`src/rtl/counter16_timer_ctrl.sv`:
```
// Interval-timer controller for an external counter16 (four LS163 stages).
// Arms the counter with a start phase, detects terminal count and emits TICK pulses.
module counter16_timer_ctrl (
    input  logic        CLK,
    input  logic        CLR,
    input  logic        START,
    input  logic        STOP,
    input  logic        HOLD,
    input  logic        MODE,
    input  logic [15:0] PERIOD,
    input  logic [3:0]  PHASE,
    input  logic [15:0] CNT_Q,
    output logic        CNT_nCLR,
    output logic        CNT_nLOAD,
    output logic        CNT_ENP,
    output logic        CNT_ENT,
    output logic [3:0]  CNT_Din,
    output logic        TICK,
    output logic        BUSY,
    output logic        DONE,
    output logic [7:0]  TICKS
);

    typedef enum logic [1:0] {
        ST_IDLE,
        ST_ARM,
        ST_RUN,
        ST_DONE
    } state_t;

    state_t      state_q;
    state_t      state_d;
    logic [15:0] period_q;
    logic [3:0]  phase_q;
    logic        mode_q;
    logic        tick_q;
    logic        busy_q;
    logic        done_q;
    logic [7:0]  ticks_q;

    logic [15:0] term;
    logic        term_hit;
    logic        abort;
    logic        arm;
    logic        tick_d;

    // Wrapping subtraction makes PERIOD=0 behave as a 65536-cycle period.
    assign term     = period_q - 16'd1;
    assign term_hit = (state_q == ST_RUN) && (CNT_Q == term) && !HOLD;
    assign abort    = STOP && (state_q != ST_IDLE);
    assign tick_d   = term_hit && !STOP;

    // NOTE: every signal assigned in always_comb gets a default first, so no path
    // leaves it unassigned and no latch is inferred.
    always_comb begin
        state_d = state_q;
        arm     = 1'b0;
        case (state_q)
            ST_IDLE: begin
                if (START && !STOP) begin
                    state_d = ST_ARM;
                    arm     = 1'b1;
                end
            end
            ST_ARM: begin
                state_d = STOP ? ST_IDLE : ST_RUN;
            end
            ST_RUN: begin
                if (STOP) begin
                    state_d = ST_IDLE;
                end else if (term_hit && !mode_q) begin
                    state_d = ST_DONE;
                end
            end
            ST_DONE: begin
                if (STOP) begin
                    state_d = ST_IDLE;
                end else if (START) begin
                    state_d = ST_ARM;
                    arm     = 1'b1;
                end
            end
            default: state_d = ST_IDLE;
        endcase
    end

    // NOTE: sequential state uses non-blocking assignments so every register
    // samples pre-edge values regardless of process ordering.
    always_ff @(posedge CLK) begin
        if (CLR) begin
            state_q  <= ST_IDLE;
            period_q <= 16'h0000;
            phase_q  <= 4'h0;
            mode_q   <= 1'b0;
            tick_q   <= 1'b0;
            busy_q   <= 1'b0;
            done_q   <= 1'b0;
            ticks_q  <= 8'h00;
        end else begin
            state_q <= state_d;
            if (arm) begin
                period_q <= PERIOD;
                phase_q  <= PHASE;
                mode_q   <= MODE;
            end
            tick_q <= tick_d;
            busy_q <= (state_d == ST_ARM) || (state_d == ST_RUN);
            done_q <= (state_d == ST_DONE);
            if (arm) begin
                ticks_q <= 8'h00;
            end else if (tick_d && (ticks_q != 8'hFF)) begin
                ticks_q <= ticks_q + 8'd1;
            end
        end
    end

    // Counter pin decode; clear overrides load and count inside the LS163 chain.
    always_comb begin
        CNT_nCLR  = !(CLR || abort || term_hit);
        CNT_nLOAD = !(!CLR && (state_q == ST_ARM));
        CNT_ENT   = !CLR && (state_q == ST_RUN);
        CNT_ENP   = CNT_ENT && !HOLD;
        CNT_Din   = CLR ? 4'h0 : phase_q;
    end

    assign TICK  = tick_q;
    assign BUSY  = busy_q;
    assign DONE  = done_q;
    assign TICKS = ticks_q;

endmodule

```
`config.mk`:
```
export PLATFORM = sky130hd
export DESIGN_NAME = counter16_timer_ctrl
export DESIGN_NICKNAME = d
export VERILOG_FILES = /design/src/rtl/counter16_timer_ctrl.sv
export SDC_FILE = /design/constraint.sdc
export NUM_CORES = 1
export LEC_CHECK = 0
export ABC_AREA = 1
export BUFFER_PORTS_ARGS = -buffer_cell sky130_fd_sc_hd__buf_4
export CORE_MARGIN = 3
export CORE_UTILIZATION = 50
export DETAILED_ROUTE_END_ITERATION = 12
export PLACE_DENSITY_LB_ADDON = 0.05
export SLEW_MARGIN = 20
export SYNTH_ARGS = -nofsm -noshare
export SYNTH_HDL_FRONTEND = slang
export SYNTH_SLANG_ARGS = --single-unit
```
`constraint.sdc`:
```
create_clock -name CLK -period 3.5 [get_ports CLK]
set_input_delay 0.7 -clock CLK [delete_from_list [all_inputs] [get_ports CLK]]
set_output_delay 0.7 -clock CLK [all_outputs]
set_load 0.01 [all_outputs]
```
Word level (Yosys, flattened, before mapping)
Index checks and enable logic that the tools add are counted.
{"block": "totals", "regBits": 34, "input_bits": 42, "out_inout_bits": 19, "elab_cells": 52}
{"block": "classes", "addsub": 2, "eq_ne": 8, "n_mux": 12, "reduce_logical": 22}
{"op": "$eq 16x16->1", "n": 1}
{"op": "$sub 16x1->16 const B", "n": 1}
{"op": "$mux 2", "n": 6}
{"op": "$logic_and 1x1->1", "n": 10}
{"op": "$add 8x1->8 const B", "n": 1}
{"op": "$eq 2x2->1 const B", "n": 4}
{"op": "$ne 8x8->1 const B", "n": 1}
{"op": "$pmux 2 s4", "n": 1}
{"op": "$logic_not 1->1", "n": 6}
{"op": "$eq 2x1->1 const B", "n": 2}
{"op": "$mux 4", "n": 1}
{"op": "$logic_or 1x1->1", "n": 3}
{"op": "$mux 1", "n": 3}
{"op": "$logic_not 2->1", "n": 1}
{"op": "$pmux 1 s2", "n": 1}
{"op": "$reduce_bool 2->1", "n": 1}
{"op": "$reduce_or 2->1", "n": 1}

Depth between registers and ports, before layout
{"block": "logic_depth", "depth_word": 10, "mapped_depth": 21, "ltp_nobuf": 21}

Worst setup path before layout
No wires, ideal clock.
{"block": "synth_path", "path_type": "input-to-output", "from": "input CNT_Q[6]", "to": "output CNT_nCLR", "t_arrival_ns": 1.657, "setup_slack_ns": 1.143, "stages": 11, "path_buffers": 0, "cell_sequence": "xnor2_1 > inv_1 > nand2_1 > nand2_1 > nand2_1 > clkinv_1 > nand2_1 > nor2_2 > nand2_2 > nor2_4 > a211oi_1"}
{"block": "synth_between", "elab_chain_len": 5}
{"element": "start: declaration", "line": "12", "text": "input logic [15:0] CNT_Q,"}
{"element": "$eq 16x16->1", "line": "49", "text": "assign term_hit = (state_q == ST_RUN) && (CNT_Q == term) && !HOLD;"}
{"element": "$logic_and 1x1->1 (2 in series)", "line": "49"}
{"element": "$logic_or 1x1->1", "line": "119", "text": "CNT_nCLR = !(CLR || abort || term_hit);"}
{"element": "$logic_not 1->1", "line": "119"}
{"element": "end: declaration", "line": "13", "text": "output logic CNT_nCLR,"}
Every way passes these cells.

Worst setup path in the final report
{"block": "layout_path", "from": "register period_q[0]", "to": "output CNT_nCLR"}
{"block": "layout_between", "elab_chain_len": 6}
{"element": "start: declaration", "line": "33", "text": "logic [15:0] period_q;"}
{"element": "start signal: assignment", "line": "92", "text": "period_q <= 16'h0000;"}
{"element": "start signal: assignment", "line": "102", "text": "period_q <= PERIOD;"}
{"element": "$sub 16x1->16", "line": "48", "text": "assign term = period_q - 16'd1;"}
{"element": "$eq 16x16->1", "line": "49"}
{"element": "$logic_and 1x1->1 (2 in series)", "line": "49"}
{"element": "$logic_or 1x1->1", "line": "119"}
{"element": "$logic_not 1->1", "line": "119"}
Every way passes these cells.

==> results.toml <==
[logic_synthesis]
synth_area_leaders = "dfxtp_1 (28%), nand2_1 (14%), inv_1 (9.3%), nor2_1 (8.4%), a21oi_1 (5.0%)"
synth.largest_area_cell = "dfxtp_1"
synth_top_area_share_pct = 28.1
ys.flop_type = "dfxtp_1"
synth_nets = 439
synthCells = 390
ys_ff_latch = 34
yosys_warnings = 0
syn-mean-instance-area_um2 = 6.21
yosysSeqAreaShare_pct = 28.1
synth_edf_count = 0
ys_types = 29
synth_area_um2 = 2420
synth_async_sr_flop_share_pct = 0

[floorplanning]
dieWidth_um = 75.6
start_util_pct = 53.8
num_rows = 24
num_io_pins = 61
design.core.area_um2 = 4500
die_area_um2 = 5710
die_y_um = 75.6

[global_routing]
gr-usage-met2_pct = 35.2
grt_pass1_wl_mm = 9.15
track_usage_pct = 20.7
overflow = 0
grt_antenna_before_repair = 0
grt_start_max_net_pins = 36
grt_pass1_vias = 2172
grt_busiest_layer = "met2"
use_met3_pct = 3.56
gr-usage-met1_pct = 26.0

[clocking]
cts_sinks = 34
postCtsSetupBuffers = 0
numCtsBuffers = 5
cts_hold_buf = 0
clk-insertion-delay-late_ps = 280
cts_tree = "built"
htreeDepth = 2
cts_repair_resize_count = 0
clk_pin_slew_ps = 70
clk_path_buf_depth = 2
root_buffer = "clkbuf_8"

[sta]
fmax_ghz = 0.353
max_slew_margin_pct = 36.7
setup_viol = 0
min_period_ps = 2840
grt_setup_unrepaired = "no"
fin_crit_sh_pct = 81.0
hold_violations = 0
max_slew.worst_pin.slew_ps = 949
finClkSkew_ps = 3.68
hold_ws_ps = 455
finalSetupTns_ps = 0
slew_viol_final = 0

[layout]
layout_common_cells = "nand2_1 (93), buf_4 (61), inv_1 (60), nor2_1 (54), dfxtp_1 (34)"
layout_commonest_cell = "nand2_1"
final_net_count = 500
final_layout_size_suffix_gt1_share_pct = 22.6
synthToLayoutAreaGrowth_pct = 25.2
antenna_cells = 0

[critical_path]
critPathMaxFanout = 4
worstSetupPathType = "reg -> out"
worstPathArrival_ps = 2140
worst_path_most_repeated_cell = "nand2_1"
critical_path.cell_chain = "inv_2, ha_1, inv_1, nand2_1, nand2_1, nand2_1, nand2_1, inv_1, nand2_1, nor2_2, nand2_1, nor2_2, nand2_2, nor2_4, a211oi_1, buf_4"
crit_path_start_kind = "flip-flop"
slowest_delay_ps = 340
end_kind = "output pin"
crit_required_ps = 2800
crit_slowest_cell = "dfxtp_1"

[place]
portBuffers = 60
hpwl_mm = 4.42
gp_congestion = 0.849

[power]
p_leak_nw = 1.53
powerDensity_nw_per_um2 = 427
cellInternalPower_w = 0.000826
p_clk_share_pct = 28.8
pwr-share-comb_pct = 37.1
pwr-share-seq_pct = 34.1
p_switching_w = 0.000467
ir_drop_mv = 0.332
p_sw_share_pct = 36.1

[hold_path]
hold_path.class = "reg -> reg"

[route]
drt_iter0_markers = 99
drtPass1Iterations = 4
drc = 0
ant_nets = 0
wl_per_cell_um = 11.2
detail_route.wirelength_mm = 5.64
vias = 2480
viasPerCell = 4.93

[outcome]
status = "finished, final reports clean"

[job]
cap_violations = 0
layout make-up:
| class | count | area [um2] |
|---|---|---|
| sequential | 34 | 681 |
| inverter | 65 | 245 |
| timing repair buffer | 61 | 458 |
| clock inverter | 1 | 30.0 |
| fill | 442 | 1470 |
| multi-input combinational | 284 | 1470 |
| clock buffer | 6 | 82.6 |
| tap | 52 | 65.1 |
stage by stage:
stage / setup slack [ps] / total power (W) / util [%] / instances / area [um2]
after floorplan: 1140 / 0.000806 / - / 390 / 2420
after global placement: 913 / 0.000915 / 64.8 / 496 / 2920
after detailed placement: 873 / 0.000927 / 64.8 / 496 / 2920
after CTS: 651 / 0.00130 / 67.3 / 503 / 3030
after global routing: 496 / 0.00139 / 67.3 / 503 / 3030
final: 665 / 0.00129 / 67.3 / 503 / 3030
power by group through the flow:
stage               combinational, W  clock, W  sequential, W
detailed placement          0.000478         0       0.000449
CTS                         0.000481  0.000380       0.000441
finish                      0.000480  0.000372       0.000441
global placement            0.000466         0       0.000449
global route                0.000551  0.000395       0.000445
floorplan                   0.000360         0       0.000446
layer usage:
| metal | part of all wire [%] | up-vias | wire length (um) |
|---|---|---|---|
| met3 | 5.6 | 12 | 316 |
| met2 | 47 | 63 | 2620 |
| met1 | 46 | 1073 | 2590 |
| li1 | - | 1332 | - |
| met5 | 0 | - | 0 |
| met4 | 1.9 | 0 | 110 |
state kept, by name, summed over array words and instances (netlist names):
| name | count |
|---|---|
| BUSY | 1 |
| mode_q | 1 |
| DONE | 1 |
| TICKS | 8 |
| TICK | 1 |
| phase_q | 4 |
| state_q | 2 |
| period_q | 16 |
cell usage after synthesis (2+ instances only):
| library cell | instances |
|---|---|
| a21oi_1 | 24 |
| clkbuf_1 | 7 |
| clkinv_1 | 2 |
| dfxtp_1 | 34 |
| ha_1 | 7 |
| inv_1 | 60 |
| inv_2 | 2 |
| nand2_1 | 93 |
| nand2_2 | 8 |
| nand2_4 | 3 |
| nand3_1 | 21 |
| nand3_2 | 4 |
| nand3b_1 | 2 |
| nand4_1 | 5 |
| nor2_1 | 54 |
| nor2_2 | 9 |
| nor2_4 | 4 |
| nor2_8 | 2 |
| nor3_1 | 7 |
| o21ai_0 | 21 |
| o21ai_1 | 5 |
| xnor2_1 | 4 |
| xor2_1 | 6 |
worst paths after layout:
path	from	endpoint	slack, ps	depth (start not counted)
hold reg to reg	phase_q[3]	phase_q[3]	460	2
hold / removal	phase_q[3]	phase_q[3]	460	2
setup reg to reg	state_q[0]	period_q[7]	1160	7
setup / recovery	period_q[0]	CNT_nCLR	660	16
kinds of logic after synthesis:
group / Yosys count / synth area share, %
fa+ha+maj: 7 / 3.62
compound gates: 54 / 11.7
buf+inv: 72 / 11.2
xor+xnor: 10 / 3.62
flops: 34 / 28.1
simple gates: 213 / 41.7
worst max-delay path, delay by kind of cell, from the launching register on:
family / cells / cell delay [ps]
DFF: 1 / 340
buffers and inverters: 4 / 390
adders and majority gates: 1 / 280
AOI/OAI and AO/OA: 1 / 60
and+or+nand+nor: 10 / 790
(Power assumes the default switching activity.)
